`src/rtl/sdram_wb_arb_pkg.sv`:
```
//============================================================================
// Module      : sdram_wb_arb_pkg
// Description : Shared types and constants for the two-master SDRAM
//               Wishbone arbiter.
// Revision    : 1.0
//============================================================================
`default_nettype none

package sdram_wb_arb_pkg;

    typedef enum logic [1:0] {
        ST_IDLE  = 2'd0,
        ST_OWN0  = 2'd1,
        ST_OWN1  = 2'd2,
        ST_ABORT = 2'd3
    } state_t;

    localparam logic [1:0] c_GRANT_NONE = 2'b00;
    localparam logic [1:0] c_GRANT_M0   = 2'b01;
    localparam logic [1:0] c_GRANT_M1   = 2'b10;

    localparam int c_TIMEOUT_DEFAULT = 255;

endpackage

`default_nettype wire

```
`src/rtl/sdram_wb_arb_if.sv`:
```
//============================================================================
// Module      : sdram_wb_arb_if
// Description : Bundle of both master Wishbone links, the SDRAM-side
//               Wishbone link and the grant vector.
// Revision    : 1.0
//============================================================================
`default_nettype none

interface sdram_wb_arb_if #(
    parameter int dw = 32,
    parameter int aw = 26
);
    logic            m0_cyc_i, m0_stb_i, m0_we_i;
    logic [aw-1:0]   m0_addr_i;
    logic [dw-1:0]   m0_dat_i;
    logic [dw/8-1:0] m0_sel_i;
    logic [2:0]      m0_cti_i;
    logic            m0_ack_o, m0_err_o;
    logic [dw-1:0]   m0_dat_o;

    logic            m1_cyc_i, m1_stb_i, m1_we_i;
    logic [aw-1:0]   m1_addr_i;
    logic [dw-1:0]   m1_dat_i;
    logic [dw/8-1:0] m1_sel_i;
    logic [2:0]      m1_cti_i;
    logic            m1_ack_o, m1_err_o;
    logic [dw-1:0]   m1_dat_o;

    logic            wb_cyc_o, wb_stb_o, wb_we_o;
    logic [aw-1:0]   wb_addr_o;
    logic [dw-1:0]   wb_dat_o;
    logic [dw/8-1:0] wb_sel_o;
    logic [2:0]      wb_cti_o;
    logic            wb_ack_i;
    logic [dw-1:0]   wb_dat_i;

    logic [1:0]      grant_o;

    // Arbiter side of the bundle
    modport slave (
        input  m0_cyc_i, m0_stb_i, m0_we_i, m0_addr_i, m0_dat_i, m0_sel_i, m0_cti_i,
        output m0_ack_o, m0_err_o, m0_dat_o,
        input  m1_cyc_i, m1_stb_i, m1_we_i, m1_addr_i, m1_dat_i, m1_sel_i, m1_cti_i,
        output m1_ack_o, m1_err_o, m1_dat_o,
        output wb_cyc_o, wb_stb_o, wb_we_o, wb_addr_o, wb_dat_o, wb_sel_o, wb_cti_o,
        input  wb_ack_i, wb_dat_i,
        output grant_o
    );

    // Environment side: the two masters plus the SDRAM controller
    modport master (
        output m0_cyc_i, m0_stb_i, m0_we_i, m0_addr_i, m0_dat_i, m0_sel_i, m0_cti_i,
        input  m0_ack_o, m0_err_o, m0_dat_o,
        output m1_cyc_i, m1_stb_i, m1_we_i, m1_addr_i, m1_dat_i, m1_sel_i, m1_cti_i,
        input  m1_ack_o, m1_err_o, m1_dat_o,
        input  wb_cyc_o, wb_stb_o, wb_we_o, wb_addr_o, wb_dat_o, wb_sel_o, wb_cti_o,
        output wb_ack_i, wb_dat_i,
        input  grant_o
    );

endinterface

`default_nettype wire

```
`src/rtl/sdram_wb_arb_wdt.sv`:
```
//============================================================================
// Module      : sdram_wb_arb_wdt
// Description : Ack watchdog: counts strobed cycles without ack and flags
//               expiry when the count reaches TIMEOUT.
// Revision    : 1.0
//============================================================================
`default_nettype none

module sdram_wb_arb_wdt
    import sdram_wb_arb_pkg::*;
#(
    parameter int TIMEOUT = c_TIMEOUT_DEFAULT
) (
    input  logic sys_clk,
    input  logic RESET,
    input  logic i_clr,
    input  logic i_inc,
    output logic o_expire
);

    localparam int c_CW = (TIMEOUT < 2) ? 1 : $clog2(TIMEOUT + 1);

    logic [c_CW-1:0] r_cnt;

    assign o_expire = (r_cnt == c_CW'(TIMEOUT));

    // Saturates at TIMEOUT so the expiry flag cannot wrap away
    always_ff @(posedge sys_clk or posedge RESET) begin
        if (RESET) begin
            r_cnt <= '0;
        end else if (i_clr) begin
            r_cnt <= '0;
        end else if (i_inc && !o_expire) begin
            r_cnt <= r_cnt + 1'b1;
        end
    end

endmodule

`default_nettype wire

```
`src/rtl/sdram_wb_arb.sv`:
```
//============================================================================
// Module      : sdram_wb_arb
// Description : Two-master round-robin Wishbone arbiter in front of an SDRAM
//               controller; the bus stays locked while the owner holds cyc.
//               Optional ack timeout enabled by SDRAM_WB_ARB_TIMEOUT_EN.
// Revision    : 1.0
//============================================================================
`default_nettype none

module sdram_wb_arb
    import sdram_wb_arb_pkg::*;
#(
    parameter int dw      = 32,
    parameter int aw      = 26,
    parameter int TIMEOUT = c_TIMEOUT_DEFAULT
) (
    input  logic          sys_clk,
    input  logic          RESET,
    sdram_wb_arb_if.slave bus
);

    state_t r_state, w_state_nxt;
    logic   r_last;             // master served most recently
    logic   w_req0, w_req1;
    logic   w_expire;
    logic   w_ack0, w_ack1, w_err0, w_err1;

    logic            w_cyc, w_stb, w_we;
    logic [aw-1:0]   w_addr;
    logic [dw-1:0]   w_dat;
    logic [dw/8-1:0] w_sel;
    logic [2:0]      w_cti;
    logic [1:0]      w_grant;

    logic w_unused_params;
    assign w_unused_params = (TIMEOUT > 0);

    assign w_req0 = bus.m0_cyc_i & bus.m0_stb_i;
    assign w_req1 = bus.m1_cyc_i & bus.m1_stb_i;

    always_ff @(posedge sys_clk or posedge RESET) begin
        if (RESET) begin
            r_state <= ST_IDLE;
            r_last  <= 1'b1;
        end else begin
            r_state <= w_state_nxt;
            if (w_state_nxt == ST_OWN0 && r_state != ST_OWN0) begin
                r_last <= 1'b0;
            end else if (w_state_nxt == ST_OWN1 && r_state != ST_OWN1) begin
                r_last <= 1'b1;
            end
        end
    end

    always_comb begin
        w_state_nxt = r_state;
        case (r_state)
            ST_IDLE: begin
                if (w_req0 && w_req1) begin
                    w_state_nxt = r_last ? ST_OWN0 : ST_OWN1;
                end else if (w_req0) begin
                    w_state_nxt = ST_OWN0;
                end else if (w_req1) begin
                    w_state_nxt = ST_OWN1;
                end
            end
            ST_OWN0: begin
                if (w_expire) begin
                    w_state_nxt = ST_ABORT;
                end else if (!bus.m0_cyc_i) begin
                    if (w_req1)      w_state_nxt = ST_OWN1;
                    else if (w_req0) w_state_nxt = ST_OWN0;
                    else             w_state_nxt = ST_IDLE;
                end
            end
            ST_OWN1: begin
                if (w_expire) begin
                    w_state_nxt = ST_ABORT;
                end else if (!bus.m1_cyc_i) begin
                    if (w_req0)      w_state_nxt = ST_OWN0;
                    else if (w_req1) w_state_nxt = ST_OWN1;
                    else             w_state_nxt = ST_IDLE;
                end
            end
            ST_ABORT: begin
                // r_last still names the aborted master
                if (!(r_last ? bus.m1_cyc_i : bus.m0_cyc_i)) begin
                    w_state_nxt = ST_IDLE;
                end
            end
            default: w_state_nxt = ST_IDLE;
        endcase
    end

    always_comb begin
        w_cyc   = 1'b0;
        w_stb   = 1'b0;
        w_we    = 1'b0;
        w_addr  = '0;
        w_dat   = '0;
        w_sel   = '0;
        w_cti   = '0;
        w_grant = c_GRANT_NONE;
        w_ack0  = 1'b0;
        w_ack1  = 1'b0;
        w_err0  = 1'b0;
        w_err1  = 1'b0;
        case (r_state)
            ST_OWN0: begin
                w_cyc   = bus.m0_cyc_i;
                w_stb   = bus.m0_stb_i;
                w_we    = bus.m0_we_i;
                w_addr  = bus.m0_addr_i;
                w_dat   = bus.m0_dat_i;
                w_sel   = bus.m0_sel_i;
                w_cti   = bus.m0_cti_i;
                w_grant = c_GRANT_M0;
                w_ack0  = bus.wb_ack_i & ~w_expire;
                w_err0  = w_expire;
            end
            ST_OWN1: begin
                w_cyc   = bus.m1_cyc_i;
                w_stb   = bus.m1_stb_i;
                w_we    = bus.m1_we_i;
                w_addr  = bus.m1_addr_i;
                w_dat   = bus.m1_dat_i;
                w_sel   = bus.m1_sel_i;
                w_cti   = bus.m1_cti_i;
                w_grant = c_GRANT_M1;
                w_ack1  = bus.wb_ack_i & ~w_expire;
                w_err1  = w_expire;
            end
            default: ;
        endcase
    end

`ifdef SDRAM_WB_ARB_TIMEOUT_EN
    logic w_wdt_clr, w_wdt_inc;

    // Any state change covers the clear-on-entry into an owner state
    assign w_wdt_clr = bus.wb_ack_i | (w_state_nxt != r_state);
    assign w_wdt_inc = (r_state == ST_OWN0 || r_state == ST_OWN1) & w_stb & ~bus.wb_ack_i;

    sdram_wb_arb_wdt #(
        .TIMEOUT (TIMEOUT)
    ) u_wdt (
        .sys_clk  (sys_clk),
        .RESET    (RESET),
        .i_clr    (w_wdt_clr),
        .i_inc    (w_wdt_inc),
        .o_expire (w_expire)
    );
`else
    assign w_expire = 1'b0;
`endif

    assign bus.wb_cyc_o  = w_cyc;
    assign bus.wb_stb_o  = w_stb;
    assign bus.wb_we_o   = w_we;
    assign bus.wb_addr_o = w_addr;
    assign bus.wb_dat_o  = w_dat;
    assign bus.wb_sel_o  = w_sel;
    assign bus.wb_cti_o  = w_cti;
    assign bus.grant_o   = w_grant;

    assign bus.m0_ack_o  = w_ack0;
    assign bus.m1_ack_o  = w_ack1;
    assign bus.m0_err_o  = w_err0;
    assign bus.m1_err_o  = w_err1;
    assign bus.m0_dat_o  = w_ack0 ? bus.wb_dat_i : '0;
    assign bus.m1_dat_o  = w_ack1 ? bus.wb_dat_i : '0;

endmodule

`default_nettype wire

```
`src/flat_wrapper.sv`:
```
// flat-port wrapper written by rule: the top's interface ports become plain ports
module sdram_wb_arb_flat import sdram_wb_arb_pkg::*;
#(
    parameter int dw      = 32,
    parameter int aw      = 26,
    parameter int TIMEOUT = c_TIMEOUT_DEFAULT
)
  (sys_clk, RESET, bus_m0_cyc_i, bus_m0_stb_i, bus_m0_we_i, bus_m0_addr_i, bus_m0_dat_i, bus_m0_sel_i, bus_m0_cti_i, bus_m0_ack_o, bus_m0_err_o, bus_m0_dat_o, bus_m1_cyc_i, bus_m1_stb_i, bus_m1_we_i, bus_m1_addr_i, bus_m1_dat_i, bus_m1_sel_i, bus_m1_cti_i, bus_m1_ack_o, bus_m1_err_o, bus_m1_dat_o, bus_wb_cyc_o, bus_wb_stb_o, bus_wb_we_o, bus_wb_addr_o, bus_wb_dat_o, bus_wb_sel_o, bus_wb_cti_o, bus_wb_ack_i, bus_wb_dat_i, bus_grant_o);
  sdram_wb_arb_if #(.dw(dw), .aw(aw)) bus_i ();
  input  logic sys_clk;
  input  logic RESET;
  input wire logic [$bits(bus_i.m0_cyc_i)-1:0] bus_m0_cyc_i;
  input wire logic [$bits(bus_i.m0_stb_i)-1:0] bus_m0_stb_i;
  input wire logic [$bits(bus_i.m0_we_i)-1:0] bus_m0_we_i;
  input wire logic [$bits(bus_i.m0_addr_i)-1:0] bus_m0_addr_i;
  input wire logic [$bits(bus_i.m0_dat_i)-1:0] bus_m0_dat_i;
  input wire logic [$bits(bus_i.m0_sel_i)-1:0] bus_m0_sel_i;
  input wire logic [$bits(bus_i.m0_cti_i)-1:0] bus_m0_cti_i;
  output wire logic [$bits(bus_i.m0_ack_o)-1:0] bus_m0_ack_o;
  output wire logic [$bits(bus_i.m0_err_o)-1:0] bus_m0_err_o;
  output wire logic [$bits(bus_i.m0_dat_o)-1:0] bus_m0_dat_o;
  input wire logic [$bits(bus_i.m1_cyc_i)-1:0] bus_m1_cyc_i;
  input wire logic [$bits(bus_i.m1_stb_i)-1:0] bus_m1_stb_i;
  input wire logic [$bits(bus_i.m1_we_i)-1:0] bus_m1_we_i;
  input wire logic [$bits(bus_i.m1_addr_i)-1:0] bus_m1_addr_i;
  input wire logic [$bits(bus_i.m1_dat_i)-1:0] bus_m1_dat_i;
  input wire logic [$bits(bus_i.m1_sel_i)-1:0] bus_m1_sel_i;
  input wire logic [$bits(bus_i.m1_cti_i)-1:0] bus_m1_cti_i;
  output wire logic [$bits(bus_i.m1_ack_o)-1:0] bus_m1_ack_o;
  output wire logic [$bits(bus_i.m1_err_o)-1:0] bus_m1_err_o;
  output wire logic [$bits(bus_i.m1_dat_o)-1:0] bus_m1_dat_o;
  output wire logic [$bits(bus_i.wb_cyc_o)-1:0] bus_wb_cyc_o;
  output wire logic [$bits(bus_i.wb_stb_o)-1:0] bus_wb_stb_o;
  output wire logic [$bits(bus_i.wb_we_o)-1:0] bus_wb_we_o;
  output wire logic [$bits(bus_i.wb_addr_o)-1:0] bus_wb_addr_o;
  output wire logic [$bits(bus_i.wb_dat_o)-1:0] bus_wb_dat_o;
  output wire logic [$bits(bus_i.wb_sel_o)-1:0] bus_wb_sel_o;
  output wire logic [$bits(bus_i.wb_cti_o)-1:0] bus_wb_cti_o;
  input wire logic [$bits(bus_i.wb_ack_i)-1:0] bus_wb_ack_i;
  input wire logic [$bits(bus_i.wb_dat_i)-1:0] bus_wb_dat_i;
  output wire logic [$bits(bus_i.grant_o)-1:0] bus_grant_o;
  assign bus_i.m0_cyc_i = bus_m0_cyc_i;
  assign bus_i.m0_stb_i = bus_m0_stb_i;
  assign bus_i.m0_we_i = bus_m0_we_i;
  assign bus_i.m0_addr_i = bus_m0_addr_i;
  assign bus_i.m0_dat_i = bus_m0_dat_i;
  assign bus_i.m0_sel_i = bus_m0_sel_i;
  assign bus_i.m0_cti_i = bus_m0_cti_i;
  assign bus_m0_ack_o = bus_i.m0_ack_o;
  assign bus_m0_err_o = bus_i.m0_err_o;
  assign bus_m0_dat_o = bus_i.m0_dat_o;
  assign bus_i.m1_cyc_i = bus_m1_cyc_i;
  assign bus_i.m1_stb_i = bus_m1_stb_i;
  assign bus_i.m1_we_i = bus_m1_we_i;
  assign bus_i.m1_addr_i = bus_m1_addr_i;
  assign bus_i.m1_dat_i = bus_m1_dat_i;
  assign bus_i.m1_sel_i = bus_m1_sel_i;
  assign bus_i.m1_cti_i = bus_m1_cti_i;
  assign bus_m1_ack_o = bus_i.m1_ack_o;
  assign bus_m1_err_o = bus_i.m1_err_o;
  assign bus_m1_dat_o = bus_i.m1_dat_o;
  assign bus_wb_cyc_o = bus_i.wb_cyc_o;
  assign bus_wb_stb_o = bus_i.wb_stb_o;
  assign bus_wb_we_o = bus_i.wb_we_o;
  assign bus_wb_addr_o = bus_i.wb_addr_o;
  assign bus_wb_dat_o = bus_i.wb_dat_o;
  assign bus_wb_sel_o = bus_i.wb_sel_o;
  assign bus_wb_cti_o = bus_i.wb_cti_o;
  assign bus_i.wb_ack_i = bus_wb_ack_i;
  assign bus_i.wb_dat_i = bus_wb_dat_i;
  assign bus_grant_o = bus_i.grant_o;
  sdram_wb_arb #(.dw(dw), .aw(aw), .TIMEOUT(TIMEOUT)) u_core (.sys_clk(sys_clk), .RESET(RESET), .bus(bus_i));
endmodule
```
`config.mk`:
```
export PLATFORM = sky130hd
export DESIGN_NAME = sdram_wb_arb_flat
export DESIGN_NICKNAME = d
export VERILOG_FILES = /design/src/rtl/sdram_wb_arb_pkg.sv /design/src/rtl/sdram_wb_arb_if.sv /design/src/rtl/sdram_wb_arb_wdt.sv /design/src/rtl/sdram_wb_arb.sv /design/src/flat_wrapper.sv
export SDC_FILE = /design/constraint.sdc
export NUM_CORES = 1
export LEC_CHECK = 0
export ABC_AREA = 0
export ABC_CLOCK_PERIOD_IN_PS = 1900
export CAP_MARGIN = 5
export CORE_AREA = 2 2 118 120
export CTS_CLUSTER_SIZE = 12
export DETAILED_ROUTE_END_ITERATION = 10
export DIE_AREA = 0 0 120 122
export SLEW_MARGIN = 20
export SYNTH_ARGS = -nofsm -noshare
export SYNTH_HDL_FRONTEND = slang
export SYNTH_SLANG_ARGS = --single-unit
```
`constraint.sdc`:
```
create_clock -name sys_clk -period 1.9 [get_ports sys_clk]
set_input_delay 0.38 -clock sys_clk [delete_from_list [all_inputs] [get_ports sys_clk]]
set_output_delay 0.38 -clock sys_clk [all_outputs]
set_load 0.03 [all_outputs]
```
==> run summary <==
Tmin final: 2030 ps
most common cell in the netlist: nor2b_1
root buffer cell: clkbuf_16
placed cells: 732
Arr. time, crit path: 1650 ps
CP max FO: 12
Post-synth EDFFs: 0
Placer Congestion: 0.861
placed instance area: 5220 um2
met3 wire length: 1130 um
initial drt markers: 142
synth top area cells: a22oi_1 (28%), nor2b_1 (24%), and3_1 (22%), clkbuf_1 (5.2%), buf_2 (3.0%)
period utilization: 1.07
design area: 6880 um2
RR Startpoint: u_core.r_state[0]
Switching Share: 0.458
ANT nets after route: 0
# H-tree levels: 1
internal cell power: 5.24 mW
M1 wire length: 5750 um
CTS Buffer Depth: 2
Pwr Density: 1410 nW/um2
chip width: 120 um
share of cells above drive strength 1: 0.599
global-route wire length before repair: 20200 um
Final Non-Filler Cells: 770
max-slew violation count: 0
critical path, cell by cell: inv_2, buf_6, ha_4, clkbuf_16, nor2b_2, buf_6
grt ovf: 0
Final HPWL DP: 9100 um
Synth top cells by count: nor2b_1 (69), a22oi_1 (68), and3_1 (64), clkbuf_1 (25), buf_2 (11)
FP Rows: 43
total CTS buffers: 3
IO Count: 309
maxcap violations: 0
Post-CTS Hold Fix Bufs: 0
leakage power: 2.80 nW
status: finished with violations
worst skew pair latency: 220 ps
syn avg cell area: 6.62 um2
clk slew on worst S/H paths: 30 ps
Setup TNS: -10200 ps
Die Span Y: 122 um
met2 WL: 8250 um
Crit path max-delay family: buffers and inverters
vias: 3549
peak supply drop: 658 uV
Seq/Total Area, Yosys: 0.0422
Fmax achieved: 491 MHz
drt pass-1 iters: 4
WS Path Type: reg2out
CTS tree: done
Total GRT Usage: 0.175
clock power share: 0.035
area of the multi-input gates: 2430 um2
synthesized netlist cell count: 273
Top cell by count, worst path: buf_6
P_sw: 4.44 mW
highest metal used: met4
Final Skew: 0.140 ps
dominant synthesized flop cell: dfrtp_1
final core occ: 0.509
type of origin of the critical path: flip-flop
sequential share of power: 0.015
R2R setup slack: 30 ps
largest area contributor in the netlist: a22oi_1
Die Area: 14600 um2
via/cell ratio: 4.61
YS warnings: 0
violated checks: negative setup slack
largest net degree at the start of global routing: 48
R2R cell count: 9
Core Region: 13500 um2
area grow syn2layout: 280%
Starting Density: 0.134
HP Class: in2async
r2r endpoint: u_core.r_last
Cell variety after synth: 27
vias in the first global route: 3563
final WL: 15200 um
FF/Latch Area: 76.3 um2
Comb power frac: 0.951
DRC violations left: 0
crit-path max cell delay: 370 ps
Pwr Total: 9.68 mW
IO buf count: 306
wire per inst: 19.8 um
post-synthesis instance area: 1810 um2
final setup margin: -135 ps
initial antenna violation count: 1
top cell type's share of synthesized area: 0.282
RSZ-0062 raised after global routing: true
nets: 765
Final Hold Viols: 0
Worst EP required: 1520 ps
clk sink count: 3
Final setup viols: 132
Crit-path slowest cell: ha_4
Critical path buffers and inverters: 4
ys async rst share: 1.00
CP Capture Type: output pin
Synth Register Bits: 3
filler instances: 1206
timing repair:
item	4_1_cts	5_1_grt
buffers inserted	9	9
setup endpoints to repair	129	136
pin swaps	5	5
gates cloned	11	8
resized for setup	113	138
worst register-to-register path, cell delays in order (launching register included):
cell and delay (ps):
dfrtp_1 380, buf_4 160, ha_4 200, buf_4 160
buf_16 150, and4b_1 220, a311oi_2 210, a2bb2oi_2 110
o21ai_1 130, a21oi_1 70
power by group through the flow:
| stage | combinational (mW) | sequential [mW] | clock [mW] |
|---|---|---|---|
| floorplan | 3.99 | 0.145 | 0 |
| global placement | 6.22 | 0.142 | 0 |
| detailed placement | 6.29 | 0.145 | 0 |
| CTS | 8.15 | 0.141 | 0.341 |
| global route | 9.61 | 0.147 | 0.347 |
| finish | 9.21 | 0.143 | 0.334 |
registers in the layout, indices dropped and copies added, names as in the netlist:
name,cells
u_core.r_state,2
u_core.r_last,1
metal layers:
layer,GRT usage,vias up
met4,0.0213,0
met3,0.0314,10
met1,0.209,1716
met2,0.332,178
met5,0,-
li1,-,1645
final cells by class:
cell class | instances | share of cell area
sequential | 3 | 0.0111
tap | 180 | 0.0327
antenna | 1 | 0.000364
multi-input combinational | 229 | 0.353
inverter | 4 | 0.00218
timing repair buffer | 349 | 0.589
clock buffer | 4 | 0.0115
how the worst max path moves through the flow:
stage                            from           endpoint  slack (ps)  cells after the start
detailed placement       bus_wb_ack_i    bus_m1_dat_o[4]           6                      4
finish              u_core.r_state[0]   bus_wb_addr_o[8]        -130                      6
global route        u_core.r_state[0]   bus_wb_addr_o[8]        -200                      6
CTS                 u_core.r_state[0]    bus_wb_cti_o[2]        -140                      7
floorplan           u_core.r_state[0]  bus_wb_addr_o[10]         -20                      6
global placement    u_core.r_state[1]   bus_wb_dat_o[13]          30                      6
stage by stage:
stage	setup WS, ps	hold slack, ps
floorplan	-15.0	133
global placement	26.7	527
detailed placement	6.33	533
CTS	-144	347
global route	-197	362
finish	-135	338
logic make-up after synthesis:
group           Yosys count  synth area share
fa+ha+maj                 4            0.0277
flops                     3            0.0422
compound gates           82             0.343
buf+inv                  42            0.0990
other cells               1           0.00207
simple gates            141             0.486
layout by cell type, fill, tap and decap left out, drive strengths merged, types with 2 or more instances in the layout:
master,instances
a21boi,2
a21oi,2
a22oi,68
and2,2
and3,64
buf,173
clkbuf,10
clkdlybuf4s50,170
conb,2
dfrtp,2
ha,4
inv,4
nand2,3
nor2b,69
o211ai,2
o21ai,4
Power figures use the tool's default switching activity.
